--- src/rtl/pio_pkg.sv ---
// Shared defaults and elaboration helpers for the parallel I/O controller.
// The address-window overlap check is evaluated at elaboration time by the top.
package pio_pkg;

  localparam logic [7:0] IN_BASE_DEF   = 8'hF0;
  localparam logic [7:0] OUT_BASE_DEF  = 8'hF8;
  localparam logic [7:0] STAT_ADDR_DEF = 8'hFF;

  // Half-open windows [base, base+n) intersect when each starts before the other ends.
  function automatic bit windows_overlap(input int a_base, input int a_n,
                                         input int b_base, input int b_n);
    return (a_base < b_base + b_n) && (b_base < a_base + a_n);
  endfunction

endpackage

--- src/rtl/pio_in_chan.sv ---
// One input channel: multi-stage synchroniser, last-sample register and a sticky
// change flag. The set term wins over a same-cycle clear.
module pio_in_chan #(
  parameter int DATA_W      = 8,
  parameter int SYNC_STAGES = 2
) (
  input  logic              clk,
  input  logic              iRST_N,
  input  logic [DATA_W-1:0] din,
  input  logic              clr,
  output logic [DATA_W-1:0] sync_out,
  output logic              chg_flag
);

  logic [DATA_W-1:0] sync_p [SYNC_STAGES];
  logic [DATA_W-1:0] prev;

  assign sync_out = sync_p[SYNC_STAGES-1];

  // synchroniser chain -> prev -> sticky flag
  always_ff @(posedge clk or negedge iRST_N) begin
    if (!iRST_N) begin
      for (int s = 0; s < SYNC_STAGES; s++) sync_p[s] <= '0;
      prev     <= '0;
      chg_flag <= 1'b0;
    end else begin
      sync_p[0] <= din;
      for (int s = 1; s < SYNC_STAGES; s++) sync_p[s] <= sync_p[s-1];
      prev     <= sync_out;
      chg_flag <= (sync_out != prev) | (chg_flag & ~clr);
    end
  end

endmodule

--- src/rtl/parallel_io_ctrl.sv ---
// Memory-mapped parallel I/O window for the single-cycle core: synchronised
// inputs, registered outputs with strobes, sticky change status, RAM write gating.
module parallel_io_ctrl
  import pio_pkg::*;
#(
  parameter int               DATA_W      = 8,
  parameter int               ADDR_W      = 8,
  parameter int               N_IN        = 2,
  parameter int               N_OUT       = 2,
  parameter logic [ADDR_W-1:0] IN_BASE    = ADDR_W'(IN_BASE_DEF),
  parameter logic [ADDR_W-1:0] OUT_BASE   = ADDR_W'(OUT_BASE_DEF),
  parameter logic [ADDR_W-1:0] STAT_ADDR  = ADDR_W'(STAT_ADDR_DEF),
  parameter int               SYNC_STAGES = 2
) (
  input  logic                    clk,
  input  logic                    iRST_N,
  input  logic                    step_en,
  input  logic [ADDR_W-1:0]       address,
  input  logic [DATA_W-1:0]       wdata,
  input  logic                    we,
  input  logic [DATA_W-1:0]       mem_rdata,
  output logic [DATA_W-1:0]       rdata,
  output logic                    ram_we,
  input  logic [N_IN*DATA_W-1:0]  din,
  output logic [N_OUT*DATA_W-1:0] dout,
  output logic [N_OUT-1:0]        dout_stb,
  output logic [N_IN-1:0]         chg_flags
);

  localparam int ASPACE = 2 ** ADDR_W;

  if (N_IN < 1 || N_IN > 8 || N_OUT < 1 || N_OUT > 8 || SYNC_STAGES < 2 ||
      N_IN > DATA_W) begin : g_param_err
    $error("parallel_io_ctrl: illegal channel count or synchroniser depth");
  end

  if (windows_overlap(int'(IN_BASE), N_IN, int'(OUT_BASE), N_OUT) ||
      windows_overlap(int'(IN_BASE), N_IN, int'(STAT_ADDR), 1) ||
      windows_overlap(int'(OUT_BASE), N_OUT, int'(STAT_ADDR), 1) ||
      int'(IN_BASE) + N_IN > ASPACE || int'(OUT_BASE) + N_OUT > ASPACE) begin : g_overlap_err
    $error("parallel_io_ctrl: I/O address windows overlap or exceed the address space");
  end

  logic [N_IN-1:0]        hit_in;
  logic [N_OUT-1:0]       hit_out;
  logic                   hit_stat;
  logic                   io_hit;
  logic                   clr;
  logic [N_OUT-1:0]       wr_en;
  logic [N_IN*DATA_W-1:0] sync_in;

  for (genvar i = 0; i < N_IN; i++) begin : g_in
    assign hit_in[i] = (address == ADDR_W'(int'(IN_BASE) + i));

    pio_in_chan #(
      .DATA_W      (DATA_W),
      .SYNC_STAGES (SYNC_STAGES)
    ) u_chan (
      .clk      (clk),
      .iRST_N   (iRST_N),
      .din      (din[i*DATA_W +: DATA_W]),
      .clr      (clr),
      .sync_out (sync_in[i*DATA_W +: DATA_W]),
      .chg_flag (chg_flags[i])
    );
  end

  for (genvar j = 0; j < N_OUT; j++) begin : g_out_dec
    assign hit_out[j] = (address == ADDR_W'(int'(OUT_BASE) + j));
  end

  assign hit_stat = (address == STAT_ADDR);
  assign io_hit   = (|hit_in) | (|hit_out) | hit_stat;
  assign ram_we   = we & ~io_hit;
  // A store to the status address must not act as a read, so clear requires ~we.
  assign clr      = step_en & hit_stat & ~we;
  assign wr_en    = hit_out & {N_OUT{step_en & we}};

  always_comb begin
    rdata = mem_rdata;
    if (hit_stat) rdata = DATA_W'(chg_flags);
    for (int i = 0; i < N_IN; i++)
      if (hit_in[i]) rdata = sync_in[i*DATA_W +: DATA_W];
    for (int j = 0; j < N_OUT; j++)
      if (hit_out[j]) rdata = dout[j*DATA_W +: DATA_W];
  end

  // output registers and strobes, visible one clk after the qualifying edge
  always_ff @(posedge clk or negedge iRST_N) begin
    if (!iRST_N) begin
      dout     <= '0;
      dout_stb <= '0;
    end else begin
      dout_stb <= wr_en;
      for (int j = 0; j < N_OUT; j++)
        if (wr_en[j]) dout[j*DATA_W +: DATA_W] <= wdata;
    end
  end

endmodule

--- config.mk ---
export PLATFORM = sky130hd
export DESIGN_NAME = parallel_io_ctrl
export DESIGN_NICKNAME = d
export VERILOG_FILES = /design/src/rtl/pio_pkg.sv /design/src/rtl/pio_in_chan.sv /design/src/rtl/parallel_io_ctrl.sv
export SDC_FILE = /design/constraint.sdc
export NUM_CORES = 1
export LEC_CHECK = 0
export CORE_MARGIN = 2
export CORE_UTILIZATION = 40
export CTS_CLUSTER_SIZE = 30
export DETAILED_ROUTE_END_ITERATION = 10
export PLACE_DENSITY = 0.71
export SLEW_MARGIN = 20
export SYNTH_ARGS = -nofsm -noshare
export SYNTH_HDL_FRONTEND = slang
export SYNTH_SLANG_ARGS = --single-unit
--- constraint.sdc ---
create_clock -name clk -period 1.66 [get_ports clk]
set_clock_uncertainty 0.1 [all_clocks]
set_input_delay 0.332 -clock clk [delete_from_list [all_inputs] [get_ports clk]]
set_output_delay 0.332 -clock clk [all_outputs]
set_load 0.03 [all_outputs]
### Word-level counts from Yosys, hierarchy flattened

Index checks and enable logic that the tools add are counted.

| word-level totals | value |
|---|---|
| register bits | 68 |
| output and inout port bits | 29 |
| logic and storage cells | 39 |

| cells by class | value |
|---|---|
| reductions and logical operators | 2 |
| mux-type cells | 5 |
| eq/ne operators | 7 |
| bitwise gates (word level) | 14 |

Operators by type and width:

| cell | count |
|---|---|
| $eq A8 B8 Y1 const B | 5 |
| $mux W8 | 5 |
| $ne A8 B8 Y1 | 2 |
| $and A1 B1 Y1 | 6 |
| $or A1 B1 Y1 | 4 |
| $reduce_or A2 Y1 | 2 |
| $not A1 Y1 | 3 |
| $and A2 B2 Y2 | 1 |

### Logic depth before layout (Yosys ltp)

| depth | value |
|---|---|
| depth after elaboration | 6 |
| depth in mapped cells | 6 |
| gate-level depth less buffers | 4 |

### By module

A second synthesis with hierarchy kept.

| unflattened totals | value |
|---|---|
| cells, all modules | 202 |
| area, all modules | 2692.6 µm² |

Modules (own cells, without submodules):

| module | area an instance (µm²) | instances | cells each |
|---|---|---|---|
| pio_in_chan | 779.5 | 2 | 45 |
| parallel_io_ctrl | 1133.6 | 1 | 112 |

### Least setup slack after synthesis

No wires, ideal clock.

| timing path | value |
|---|---|
| kind | in2out |
| start point | input address[5] |
| end point | output rdata[5] |
| stages on the path | 5 |
| data arrival time | 1640 ps |
| path slack | -412 ps |
| path buffers | 1 |
| cells stage by stage | and4_1 -> buf_6 -> and2_1 -> a32oi_1 -> o21ai_0 |

| on the way | value |
|---|---|
| word-level cells in the longest chain between the ends | 6 |

Ends and longest elaborated chain:

| item | line | RTL |
|---|---|---|
| start, declared | parallel_io_ctrl.sv:18 | `input logic [ADDR_W-1:0] address,` |
| $eq A8 B8 Y1 | parallel_io_ctrl.sv:72 | `assign hit_stat = (address == STAT_ADDR);` |
| $mux W8 | parallel_io_ctrl.sv:81 | `if (hit_stat) rdata = DATA_W'(chg_flags);` |
| $mux W8 (2 in a row) | parallel_io_ctrl.sv:83 | `if (hit_in[i]) rdata = sync_in[i*DATA_W +: DATA_W];` |
| $mux W8 | parallel_io_ctrl.sv:85 | `if (hit_out[j]) rdata = dout[j*DATA_W +: DATA_W];` |
| $mux W8 * | parallel_io_ctrl.sv:85 |  |
| end, declared | parallel_io_ctrl.sv:22 | `output logic [DATA_W-1:0] rdata,` |

Every way passes the cells marked *; elsewhere a longest branch is shown, timed or not.

### Worst setup path after layout

| timing path | value |
|---|---|
| start point | register dout[14] |
| end point | output rdata[6] |

| on the way | value |
|---|---|
| word-level cells in the longest chain between the ends | 1 |

Ends and longest elaborated chain:

| item | line | RTL |
|---|---|---|
| start, declared | parallel_io_ctrl.sv:25 | `output logic [N_OUT*DATA_W-1:0] dout,` |
| start signal, assigned by index | parallel_io_ctrl.sv:96 | `if (wr_en[j]) dout[j*DATA_W +: DATA_W] <= wdata;` |
| $mux W8 | parallel_io_ctrl.sv:85 |  |

Every way passes these cells.

==> metrics <==
final instance area approximately 4400 um^2; vias in the first global route 2121; root buffer cell clkbuf_8; post-DP HPWL roughly 4.5 mm; max-slew violations 0; Slew @ Worst Pin 328 ps; Final Hold Fails 0; CTS tree yes; Worst IR Drop VDD 0.662 mV; # port buffers 72; starting density of the core 0.414; RSZ-0062 raised after global routing yes; initial antenna violation count 0; crit path DAT roughly 1600 ps; syn_area_per_cell 14.4 um^2; Area Overhead vs Synth 65.8%; Antenna Cells 0; number of nets with antenna violations after routing 0; largest net degree at the start of global routing 55; Unique masters post-synth 41; CP max FO 3; Mapped Cells ~180; All-Layer GR Usage 0.190; Worst Slack Setup Final -388 ps; GR Overflow Total 0; syn nets 228; kind of critical path reg -> out; worst endpoint required time 1230 ps; DR WL/cell 16.5 um; Period Utilization, post-route 1.23; Storage cell area 1700 um^2; layout cells sized above 1 0.468; CTS Sinks 68; DRT Pass-1 Iters 4; area occupied by multi-input gates 1070 um^2; Rel. slew slack 0.781; Pwr Density 860 nW/um^2; max_cap viols 0; first-pass GRT wire length just over 10 mm; CTS buffer count 9; DR DRC count 0; Slowest-stage cell, CP mux4_2; failing checks negative setup slack; placed insts 368; slowest stage delay, CP 470 ps; nets@finish roughly 370; WP buf/inv 1; Tightest Hold Check Type reg -> reg; Synth Register Bits 68; YS warnings 0; crit path capture type output port; max frequency 488 MHz; die width about 85 um; critical path, cell by cell mux4_2, a32o_2, buf_6; Setup WS pre-CTS -1270 ps; status finished with violations; part of the Yosys area used for sequential elements 0.643; Placement Rows 29; placed standard-cell area 3790 um^2; Final setup viols 10; Vias between 2000 and 2500; vias per cell around 5; Static Leak 0.00207 uW; Clk Latency, worst-skew pair 340 ps; H-tree depth 3; Routed WL 6.70 mm; FILL cells ~450; die footprint 7280 um^2; initial DRC count 88; Final Non-Filler Cells 406; clock slew at reported path FFs 80 ps; Die Y 85.3 um; setup TNS -2450 ps; delay-heaviest family, CP multiplexers; GPL Wtd Cong about 0.9; post-route minimum period 2050 ps; Max clock buf depth 2; CORE AREA 6390 um^2; Setup crit start kind flop; post-synthesis cell area 2650 um^2; IO Count 73
[cells in the mapped netlist, drive strengths merged]
master	instances	area, um^2
dfrtp	68	1700
a32o	3	30.0
buf	6	41.3
or3	1	6.26
xor2	16	140
nand2	10	45.0
nor3	5	36.3
mux2i	4	40.0
inv	2	7.50
o21a	1	7.51
a32oi	1	8.76
and3b	1	8.76
and2	3	18.8
a21o	1	7.51
mux4	1	22.5
a311o	1	10.0
mux2	20	225
a2bb2oi	3	26.3
a221o	2	20.0
a22oi	3	22.5
clkbuf	1	3.75
nand4	1	6.26
nor4	6	52.6
nand3	4	25.0
o21ai	3	18.8
o2bb2ai	2	17.5
a21oi	4	20.0
and3	2	12.5
o22ai	3	18.8
nor2	3	18.8
o221ai	1	8.76
and4	2	17.5
[flip-flops by register name, indices dropped and copies added, names as in the netlist]
register              flops
g_in.u_chan.sync_p       16
g_in.u_chan.chg_flag      2
g_in.u_chan.prev         16
dout                     16
dout_stb                  2
g_in.u_chan.sync_out     16
[area by class of cell]
type                    count  area share
repair buffers            136       0.294
well taps                  77      0.0220
multi-input cells         107       0.245
inverters                   2     0.00171
clock buffers              10      0.0291
flip-flops and latches     68       0.388
clock inverters             6      0.0200
[cell usage in the layout (no fill, tap or decap), types with 3 or more instances in the layout]
cell type / n
nor4_1: 5
a2bb2oi_2: 3
buf_12: 5
mux2_4: 17
dfrtp_1: 68
buf_4: 48
nand2_1: 7
clkbuf_8: 9
nor3_1: 3
clkbuf_2: 4
dlygate4sd2_1: 11
clkdlybuf4s50_1: 34
nand3_1: 3
mux2_2: 3
xor2_1: 16
mux2i_1: 4
o22ai_2: 3
buf_6: 25
[path summary, 6_finish.rpt]
kind | startpoint | depth (start not counted) | endpoint | slack, ps
worst min-delay path | g_in[1].u_chan.sync_p[13] | 0 | g_in[1].u_chan.sync_out[5] | 240
worst min register to register | g_in[1].u_chan.sync_p[13] | 0 | g_in[1].u_chan.sync_out[5] | 240
max in group asynchronous | iRST_N | 3 | g_in[0].u_chan.sync_out[5] | 540
worst max-delay path | dout[14] | 3 | rdata[6] | -390
worst max register to register | g_in[0].u_chan.sync_out[5] | 6 | g_in[0].u_chan.chg_flag | 210
min in group asynchronous | iRST_N | 2 | g_in[0].u_chan.sync_p[12] | 330
[routing by layer]
metal / share of wire / vias to the layer above / GRT usage
met5: 0 / - / 0
met4: 0.018 / 0 / 0.0750
met3: 0.058 / 12 / 0.0593
met2: 0.50 / 77 / 0.308
met1: 0.42 / 1006 / 0.237
li1: - / 955 / -
[report_power, final]
group	internal, uW	switching (uW)
Sequential	1730	38.8
Clock	849	628
Combinational	300	230
[stage by stage]
| step | utilization | hold WS, ps | total power (uW) |
|---|---|---|---|
| floorplan | - | -63.6 | 1960 |
| global placement | 0.593 | 144 | 2220 |
| detailed placement | 0.593 | 146 | 2230 |
| CTS | 0.667 | 244 | 3770 |
| global route | 0.687 | 247 | 3930 |
| finish | 0.687 | 241 | 3770 |
[cell families after synthesis]
logic type / after synthesis / share of synthesized area
and+or+nand+nor: 38 / 0.0936
xor gates and xnor gates: 16 / 0.0530
buffers and inverters: 9 / 0.0199
muxes: 25 / 0.109
AOI/OAI and AO/OA: 28 / 0.0818
DFF: 68 / 0.643
[worst reg2reg max path, stage by stage, from the launching register on]
cell and delay (ps):
dfrtp_1 390, buf_4 140, buf_4 120, buf_4 130, xor2_1 150, nor4_1 190, nand3_1 110
[repair_timing]
action	4_1_cts	5_1_grt
pin swaps	22	10
buffers inserted	14	10
endpoints found under the hold margin	14	0
hold buffers	1	0
setup endpoints to repair	45	30
resized for setup	122	27
Power figures use the tool's default switching activity.
